## config.mk

```make
export PLATFORM = sky130hd
export DESIGN_NAME = uart_rx_param
export DESIGN_NICKNAME = d
export VERILOG_FILES = /design/src/rtl/uart_rx_param.sv
export SDC_FILE = /design/constraint.sdc
export NUM_CORES = 1
export LEC_CHECK = 0
export ABC_AREA = 1
export CORE_MARGIN = 2
export CORE_UTILIZATION = 45
export DETAILED_ROUTE_END_ITERATION = 6
export PLACE_DENSITY = 0.73
export SLEW_MARGIN = 20
export SYNTH_ARGS = -nofsm -noshare
export SYNTH_HDL_FRONTEND = slang
export SYNTH_SLANG_ARGS = --single-unit
export TNS_END_PERCENT = 10
```

## constraint.sdc

```tcl
create_clock -name clk -period 1.3 [get_ports clk]
set_clock_uncertainty 0.05 [all_clocks]
set_input_delay 0.26 -clock clk [delete_from_list [all_inputs] [get_ports clk]]
set_output_delay 0.26 -clock clk [all_outputs]
set_load 0.02 [all_outputs]
```

## src/rtl/uart_rx_param.sv

```systemverilog
// rtl/uart_rx_param.sv - oversampled UART receiver with held output word
// Optional parity bit checking is built only when UART_RX_PARITY_EN is defined.
module uart_rx_param #(
  parameter int DATA_BITS  = 8,
  parameter int OVERSAMPLE = 16,
  parameter int STOP_BITS  = 1,
  parameter int PARITY_ODD = 0
) (
  input  logic                 clk,
  input  logic                 rst,
  input  logic                 tick,
  input  logic                 rxd,
  input  logic                 d_ack,
  output logic [DATA_BITS-1:0] dout,
  output logic                 d_rdy,
  output logic                 rx_rdy,
  output logic                 frame_err,
  output logic                 parity_err,
  output logic                 overrun
);

  localparam int SW = $clog2(OVERSAMPLE);
  localparam int BW = $clog2(DATA_BITS + 1);
  localparam logic [SW-1:0] HALF_CNT  = SW'(OVERSAMPLE / 2 - 1);
  localparam logic [SW-1:0] FULL_CNT  = SW'(OVERSAMPLE - 1);
  localparam logic [BW-1:0] LAST_DATA = BW'(DATA_BITS - 1);
  localparam logic [BW-1:0] LAST_STOP = BW'(STOP_BITS - 1);

`ifdef UART_RX_PARITY_EN
  localparam logic ODD = (PARITY_ODD != 0);
  typedef enum logic [2:0] {S_IDLE, S_START, S_DATA, S_PARITY, S_STOP} state_t;
`else
  typedef enum logic [1:0] {S_IDLE, S_START, S_DATA, S_STOP} state_t;
`endif

  state_t               state;
  logic [SW-1:0]        samp_cnt;
  logic [BW-1:0]        bit_cnt;
  logic [DATA_BITS-1:0] shreg;
  logic                 stop_err;
  logic                 sync1, sync2;
  logic                 rxd_s;
  logic                 stop_done;

  assign rxd_s = sync2;

  // Synchroniser idles high so reset never looks like a start bit.
  always_ff @(posedge clk or posedge rst) begin
    if (rst) begin
      sync1 <= 1'b1;
      sync2 <= 1'b1;
    end else begin
      sync1 <= rxd;
      sync2 <= sync1;
    end
  end

  assign stop_done = (state == S_STOP) && tick && (samp_cnt == FULL_CNT) &&
                     (bit_cnt == LAST_STOP);

`ifdef UART_RX_PARITY_EN
  logic par_bit;
  logic par_bad;
  assign par_bad = ((^shreg) ^ par_bit) != ODD;
`else
  assign parity_err = 1'b0;
`endif

  always_ff @(posedge clk or posedge rst) begin
    if (rst) begin
      state     <= S_IDLE;
      samp_cnt  <= '0;
      bit_cnt   <= '0;
      shreg     <= '0;
      stop_err  <= 1'b0;
      dout      <= '0;
      d_rdy     <= 1'b0;
      rx_rdy    <= 1'b1;
      frame_err <= 1'b0;
      overrun   <= 1'b0;
`ifdef UART_RX_PARITY_EN
      par_bit    <= 1'b0;
      parity_err <= 1'b0;
`endif
    end else begin
      // A completing frame wins over an acknowledge in the same cycle.
      if (stop_done) begin
        dout      <= shreg;
        frame_err <= stop_err | ~rxd_s;
        d_rdy     <= 1'b1;
`ifdef UART_RX_PARITY_EN
        parity_err <= par_bad;
`endif
        if (d_rdy && !d_ack)
          overrun <= 1'b1;
      end else if (d_ack) begin
        d_rdy   <= 1'b0;
        overrun <= 1'b0;
      end

      if (tick) begin
        case (state)
          S_IDLE: begin
            if (!rxd_s) begin
              state    <= S_START;
              samp_cnt <= '0;
              rx_rdy   <= 1'b0;
            end
          end
          S_START: begin
            if (samp_cnt == HALF_CNT) begin
              samp_cnt <= '0;
              if (!rxd_s) begin
                state   <= S_DATA;
                bit_cnt <= '0;
              end else begin
                state  <= S_IDLE;
                rx_rdy <= 1'b1;
              end
            end else begin
              samp_cnt <= samp_cnt + SW'(1);
            end
          end
          S_DATA: begin
            if (samp_cnt == FULL_CNT) begin
              samp_cnt <= '0;
              shreg    <= {rxd_s, shreg[DATA_BITS-1:1]};
              if (bit_cnt == LAST_DATA) begin
                bit_cnt  <= '0;
                stop_err <= 1'b0;
`ifdef UART_RX_PARITY_EN
                state    <= S_PARITY;
`else
                state    <= S_STOP;
`endif
              end else begin
                bit_cnt <= bit_cnt + BW'(1);
              end
            end else begin
              samp_cnt <= samp_cnt + SW'(1);
            end
          end
`ifdef UART_RX_PARITY_EN
          S_PARITY: begin
            if (samp_cnt == FULL_CNT) begin
              samp_cnt <= '0;
              par_bit  <= rxd_s;
              state    <= S_STOP;
            end else begin
              samp_cnt <= samp_cnt + SW'(1);
            end
          end
`endif
          S_STOP: begin
            if (samp_cnt == FULL_CNT) begin
              samp_cnt <= '0;
              if (bit_cnt == LAST_STOP) begin
                // Back to IDLE at once; a low stop line may start the next frame.
                state   <= S_IDLE;
                rx_rdy  <= 1'b1;
                bit_cnt <= '0;
              end else begin
                bit_cnt <= bit_cnt + BW'(1);
                if (!rxd_s)
                  stop_err <= 1'b1;
              end
            end else begin
              samp_cnt <= samp_cnt + SW'(1);
            end
          end
          default: begin
            state  <= S_IDLE;
            rx_rdy <= 1'b1;
          end
        endcase
      end
    end
  end

endmodule
```

==> metrics, run 1 <==
synth warn 0; post-route insts no fill 282; min cycle time layout 1.373 ns; critical path's slowest cell dfrtp_1; vias after detailed routing between 1k and 1.5k; initial antenna violation count 0; global-route wire length before repair between 5 and 6 mm; max_cap viols 0; Ports 18; First-pass DRT Iterations 4; Post-DP HPWL 2.246 mm; Hold Buf Count CTS 0; # clock sinks 33; most common cell after layout, fill and taps aside nand2_1; Clock Path Buffers 2; Die Span X 64.01 µm; htree depth 2; flops & latches, synth 33; clock root cell clkbuf_4; Final #Nets 243; final period utilization 105.6%; syn_nets 195; Fmax 0.7282 GHz; Syn Inst Count 187; Crit Path Max Fanout 4; Seq pwr share between 30% and 40%; # DRC 0; Critical Path Max Stage Delay 0.43 ns; GRT Residual Overflow 0; nature of the critical path startpoint flip-flop; Setup Viol. Count Final 26; area grow syn2layout 37.14%; die height 64.01 µm; pwr/cell area 1761 mW/mm²; Critical Path AT 1.55 ns; Num CTS Buffers 5; Psw 1458 µW; floorplan core area 0.003390 mm²; RSZ-0062 raised after global routing yes; cell chain of the critical path inv_2 -> ha_2 -> nand2_2 -> nand2_2 -> nand2_2 -> nor2_4 -> nand2_1 -> nand2_1 -> nand2_1; Sw Ratio 37.25%; GP Congestion 0.8076; sequential-to-total area share from yosys stat between 50% and 60%; Total GRT Usage 17.46%; Lkg Pwr 0.001063 µW; worst vdd ir 1293 µV; placed cells 270; type of the worst setup path flip-flop to flip-flop; clock slew at reported path FFs 0.11 ns; Gate power share 44.6%; Internal Power 2456 µW; CP Capture Type flip-flop; Rows 21; vias in the first global route 1,292; most frequent cells in the layout nand2_1 (40), dfrtp_1 (28), buf_4 (24); Netlist cell types 28; CTS tree built; mapped cell area 0.001620 mm²; largest net degree at the start of global routing 34; remaining antenna violation count 0; worst path required time 1.48 ns; Initial DRC Count 58; share of layout cells above drive strength 1 43.64%; failing checks negative setup slack; Final Max Slew Viols 0; n_diodes 0; Setup TNS -0.8592 ns; Via density 4.805; PortBufs 16; Final Hold Vio Count 0; Initial Util 47.80%; clk_lat worst skew 0.34 ns; Avg WL per Cell between 10 and 15 µm; status finished, violations left; setup ws final -0.07325 ns; clock network fraction of total power 20.8%; Post-Syn Area per Cell between 8 and 9 µm²; WL final approximately 3.4 mm; Die Area 0.004097 mm²; Min-Delay Path Class input port to asynchronous set/reset pin
## per-stage QoR
step / total power (µW) / hold WS (ns) / worst slack (ns) / instance area, µm² / utilization, %
2_1_floorplan: 2146 / 0.2145 / -0.02223 / 1648 / -
3_3_place_gp: 2655 / 0.2956 / -0.2151 / 2041 / 60.21
3_5_place_dp: 2687 / 0.3057 / -0.2739 / 2041 / 60.21
4_1_cts: 3791 / 0.1937 / -0.07334 / 2193 / 64.71
5_1_grt: 4158 / 0.2290 / -0.1664 / 2222 / 65.56
6_report: 3913 / 0.1959 / -0.07325 / 2222 / 65.56
## kinds of logic after synthesis
logic type,synth area share [%]
flip-flops,51.20
adder cells (fa/ha/maj),2.317
AO/OA/AOI/OAI,12.97
other,0.2314
XOR/XNOR,0.5406
AND/OR/NAND/NOR,24.79
buffers and inverters,7.953
## registers in the layout, indices dropped and copies added (netlist names), named ones only
name / count
dout: 8
shreg: 8
bit_cnt: 4
samp_cnt: 4
d_rdy: 1
frame_err: 1
overrun: 1
rx_rdy: 1
rxd_s: 1
state: 1
stop_err: 1
sync1: 1
## cells in the mapped netlist
| master | instances | area, µm² |
|---|---|---|
| buf_2 | 1 | 5.000 |
| xor2_1 | 1 | 8.760 |
| inv_1 | 21 | 78.83 |
| o21ai_0 | 5 | 25.02 |
| a21oi_1 | 8 | 40.04 |
| inv_2 | 4 | 15.01 |
| nand4_1 | 2 | 12.51 |
| o21a_1 | 1 | 7.510 |
| dfstp_2 | 3 | 78.83 |
| a22o_1 | 1 | 8.760 |
| nand3_2 | 2 | 20.02 |
| nand4_4 | 1 | 21.27 |
| nor2_2 | 1 | 6.260 |
| dfrtp_1 | 30 | 750.7 |
| conb_1 | 1 | 3.750 |
| nand2_2 | 3 | 18.77 |
| nand2_1 | 52 | 195.2 |
| nand3_1 | 13 | 65.06 |
| o21ai_2 | 7 | 61.31 |
| buf_6 | 2 | 22.52 |
| o21ai_1 | 10 | 50.05 |
| a2bb2oi_1 | 1 | 8.760 |
| ha_1 | 3 | 37.54 |
| nor3_1 | 2 | 10.01 |
| nor2_4 | 2 | 22.52 |
| buf_4 | 1 | 7.510 |
| nor2_1 | 8 | 30.03 |
| a21oi_2 | 1 | 8.760 |
## critical path, delay by kind of cell (launching register included)
| kind | cells | cell delay [ns] |
|---|---|---|
| buffers and inverters | 1 | 0.07 |
| AND/OR/NAND/NOR | 7 | 0.56 |
| flip-flops | 1 | 0.43 |
| adder cells (fa/ha/maj) | 1 | 0.16 |
## path summary, 6_finish.rpt
path	end	startpoint	cells past startpoint	slack [ns]
setup reg to reg	state[0]$_DFFE_PP0P_	bit_cnt[0]$_DFFE_PP0P_	9	-0.07
hold reg to reg	rxd_s$_DFF_PP1_	sync1$_DFF_PP1_	0	0.31
setup / recovery	state[0]$_DFFE_PP0P_	bit_cnt[0]$_DFFE_PP0P_	9	-0.07
hold / removal	dout[7]$_DFFE_PP0P_	rst	3	0.20
min in group clk	sync1$_DFF_PP1_	rxd	1	0.28
max in group asynchronous	rx_rdy$_DFFE_PP1P_	rst	3	0.76
## power by group through the flow
stage,combinational [µW],clock [µW],sequential [µW]
global route,1920,872,1370
global placement,1310,0,1340
detailed placement,1340,0,1350
CTS,1610,838,1340
finish,1740,815,1350
floorplan,793,0,1350
## per-layer routing
layer | track usage (%) | vias to the layer above | part of all wire, % | wire length, µm
met2 | 27.60 | 28 | 46 | 1559
met3 | 5.106 | 8 | 4.1 | 138
met5 | 0 | - | 0 | 0
met4 | 7.609 | 0 | 2.3 | 77
met1 | 22.20 | 622 | 47 | 1582
li1 | - | 697 | - | -
## final cells by class
class	count	area, µm²
tap	46	57.56
clock inverter	1	30.03
timing repair buffer	45	360.3
clock buffer	7	55.05
sequential	33	832.0
inverter	25	96.34
multi-input combinational	125	790.8
fill	264	1167
## what timing repair did
action / in CTS / in global routing
resized for setup: 74 / 16
buffers inserted: 4 / 0
pin swaps: 9 / 7
endpoints found under the setup margin: 33 / 34
No activity file was read; power rests on OpenSTA's default activity.
==> run 2: changes to the inputs <==
GPL_TIMING_DRIVEN = 0   (was unset)
==> metrics, run 2 (same netlist as run 1, synthesis figures left out) <==
status finished, violations left; failing checks negative setup slack; Num CTS Buffers 5; worst path required time 1.49 ns; worst vdd ir 1216 µV; clock slew at reported path FFs 0.11 ns; clk_lat worst skew 0.34 ns; worst reg-to-reg setup slack -0.14 ns; GRT Residual Overflow 0; # clock sinks 33; CTS tree built; Total GRT Usage 17.25%; most frequent cells in the layout nand2_1 (43), dfrtp_1 (29), inv_1 (17); Psw 1316 µW; Tot Pwr 3220 µW; type of the worst setup path flip-flop to flip-flop; Clock Path Buffers 2; nature of the critical path startpoint flip-flop; fillcell total 291; Lkg Pwr 0.0009505 µW; Post-DP HPWL approximately 2.0 mm; final period utilization 111.0%; global-route wire length before repair 5.409 mm; largest net degree at the start of global routing 34; biggest regs dout: 8 flops, shreg: 8 flops; First-pass DRT Iterations 4; pwr/cell area 1604 mW/mm²; reg2reg start bit_cnt[2]$_DFFE_PP0P_; WL final slightly above 3 mm; Seq pwr share 42.4%; cell chain of the critical path nor2_1 -> nand2_4 -> inv_4 -> nand4_4 -> buf_8 -> nand2_1 -> nand2_1; die height between 60 and 70 µm; R2R depth 7; Ports 18; worst path bufs/invs 2; PortBufs 16; most common cell after layout, fill and taps aside nand2_1; Max-Slew Margin vs Limit 56.33%; Top delay family on crit path simple AND/OR/NAND/NOR gates; placed cells 249; Min-Delay Path Class input port to asynchronous set/reset pin; Initial DRC Count 68; Die Area roughly 0.004 mm²; Critical Path AT about 1.6 ns; Fmax ~0.69 GHz; Rows 21; Met1 Routed Length 1.481 mm; Crit Path Max Fanout 10; Gate power share 40.2%; initial antenna violation count 0; top layer in use met4; critical path's slowest cell dfrtp_1; Hold Buf Count CTS 0; Placed Instance Area 0.001866 mm²; Most Frequent Cell on Critical Path nand2_1; wire length on met2 1.380 mm; min cycle time layout 1.443 ns; RSZ-0062 raised after global routing yes; Final Hold Vio Count 0; Post-Layout Inst Area 0.002007 mm²; htree depth 2; Critical Path Stages 7; Critical Path Max Stage Delay 0.46 ns; vias in the first global route 1,245; vias after detailed routing 1,269; Met3 Wirelength a little under 100 µm; # DRC 0; Final Max Slew Viols 0; share of layout cells above drive strength 1 34.72%; remaining antenna violation count 0; post-route insts no fill roughly 260; Initial Util 47.80%; FF-to-FF End dout[0]$_DFFE_PP0P_; Sw Ratio 40.89%; area grow syn2layout 23.86%; Avg WL per Cell 11.55 µm; setup ws final -0.1434 ns; Die Span X 64.01 µm; Via density 4.844; Worst Tran Pin Value 0.6541 ns; CP Capture Type flip-flop; clock root cell clkbuf_4; Final #Nets 223; GP Congestion between 0.8 and 0.9; n_diodes 0; max_cap viols 0; Internal Power 1903 µW; floorplan core area 0.003390 mm²; Setup Viol. Count Final 26; clock network fraction of total power 17.4%
[run 2: cell count changes in the layout (fill, tap and decap cells not counted), moves of 2 or more]
| cell | delta |
|---|---|
| clkinv_2 | +2 |
| nand2_4 | -2 |
| nand3_2 | -2 |
| a21oi_2 | -3 |
| nand2_1 | +3 |
| buf_4 | -20 |
| a21oi_1 | +4 |
[run 2: metal layers]
layer / up-vias / GRT usage, %
met1: 583 / 22.35
li1: 655 / -
met3: 9 / 3.697
met4: 0 / 8.152
met2: 22 / 27.47
met5: - / 0
[run 2: final cells by class]
type | instances | area (µm²) | share of cell area (%)
Sequential cell | 33 | 830.8 | 41.40
Clock buffer | 6 | 41.29 | 2.057
Multi-Input combinational cell | 125 | 764.5 | 38.09
Clock inverter | 2 | 10.01 | 0.4988
Timing Repair Buffer | 21 | 158.9 | 7.918
Tap cell | 46 | 57.56 | 2.868
Inverter | 25 | 98.84 | 4.925
Buffer | 4 | 45.04 | 2.244
[run 2: worst max-delay path by stage]
stage / start / end / slack (ns)
floorplan: bit_cnt[0]$_DFFE_PP0P_ / dout[0]$_DFFE_PP0P_ / -0.02
global placement: rst / d_rdy$_DFFE_PP0P_ / -0.49
detailed placement: tick / bit_cnt[2]$_DFFE_PP0P_ / -0.50
CTS: bit_cnt[0]$_DFFE_PP0P_ / dout[0]$_DFFE_PP0P_ / -0.16
global route: bit_cnt[2]$_DFFE_PP0P_ / dout[0]$_DFFE_PP0P_ / -0.21
finish: bit_cnt[2]$_DFFE_PP0P_ / dout[0]$_DFFE_PP0P_ / -0.14
[run 2: power groups by stage]
stage | clock, µW | combinational, µW | sequential, µW
final | 560 | 1300 | 1360
after global routing | 623 | 1460 | 1390
after CTS | 568 | 1080 | 1350
after detailed placement | 0 | 1010 | 1370
after global placement | 0 | 981 | 1360
after floorplan | 0 | 793 | 1350
[run 2: stage by stage]
step	setup slack (ns)	hold slack [ns]	util, %	setup TNS, ns
after global placement	-0.4939	0.2962	55.04	-24.99
after floorplan	-0.02223	0.2145	-	-0.02223
after global routing	-0.2102	0.2795	59.21	-4.572
after CTS	-0.1558	0.2714	57.92	-2.771
final	-0.1434	0.2642	59.21	-1.828
after detailed placement	-0.5030	0.3007	55.04	-10.14
[run 2: what timing repair did]
| action | 4_1_cts | 5_1_grt |
|---|---|---|
| setup endpoints to repair | 43 | 38 |
| resized for setup | 48 | 33 |
| endpoints found under the hold margin | 0 | 0 |
| pin swaps | 0 | 2 |
| setup buffers | 4 | 1 |
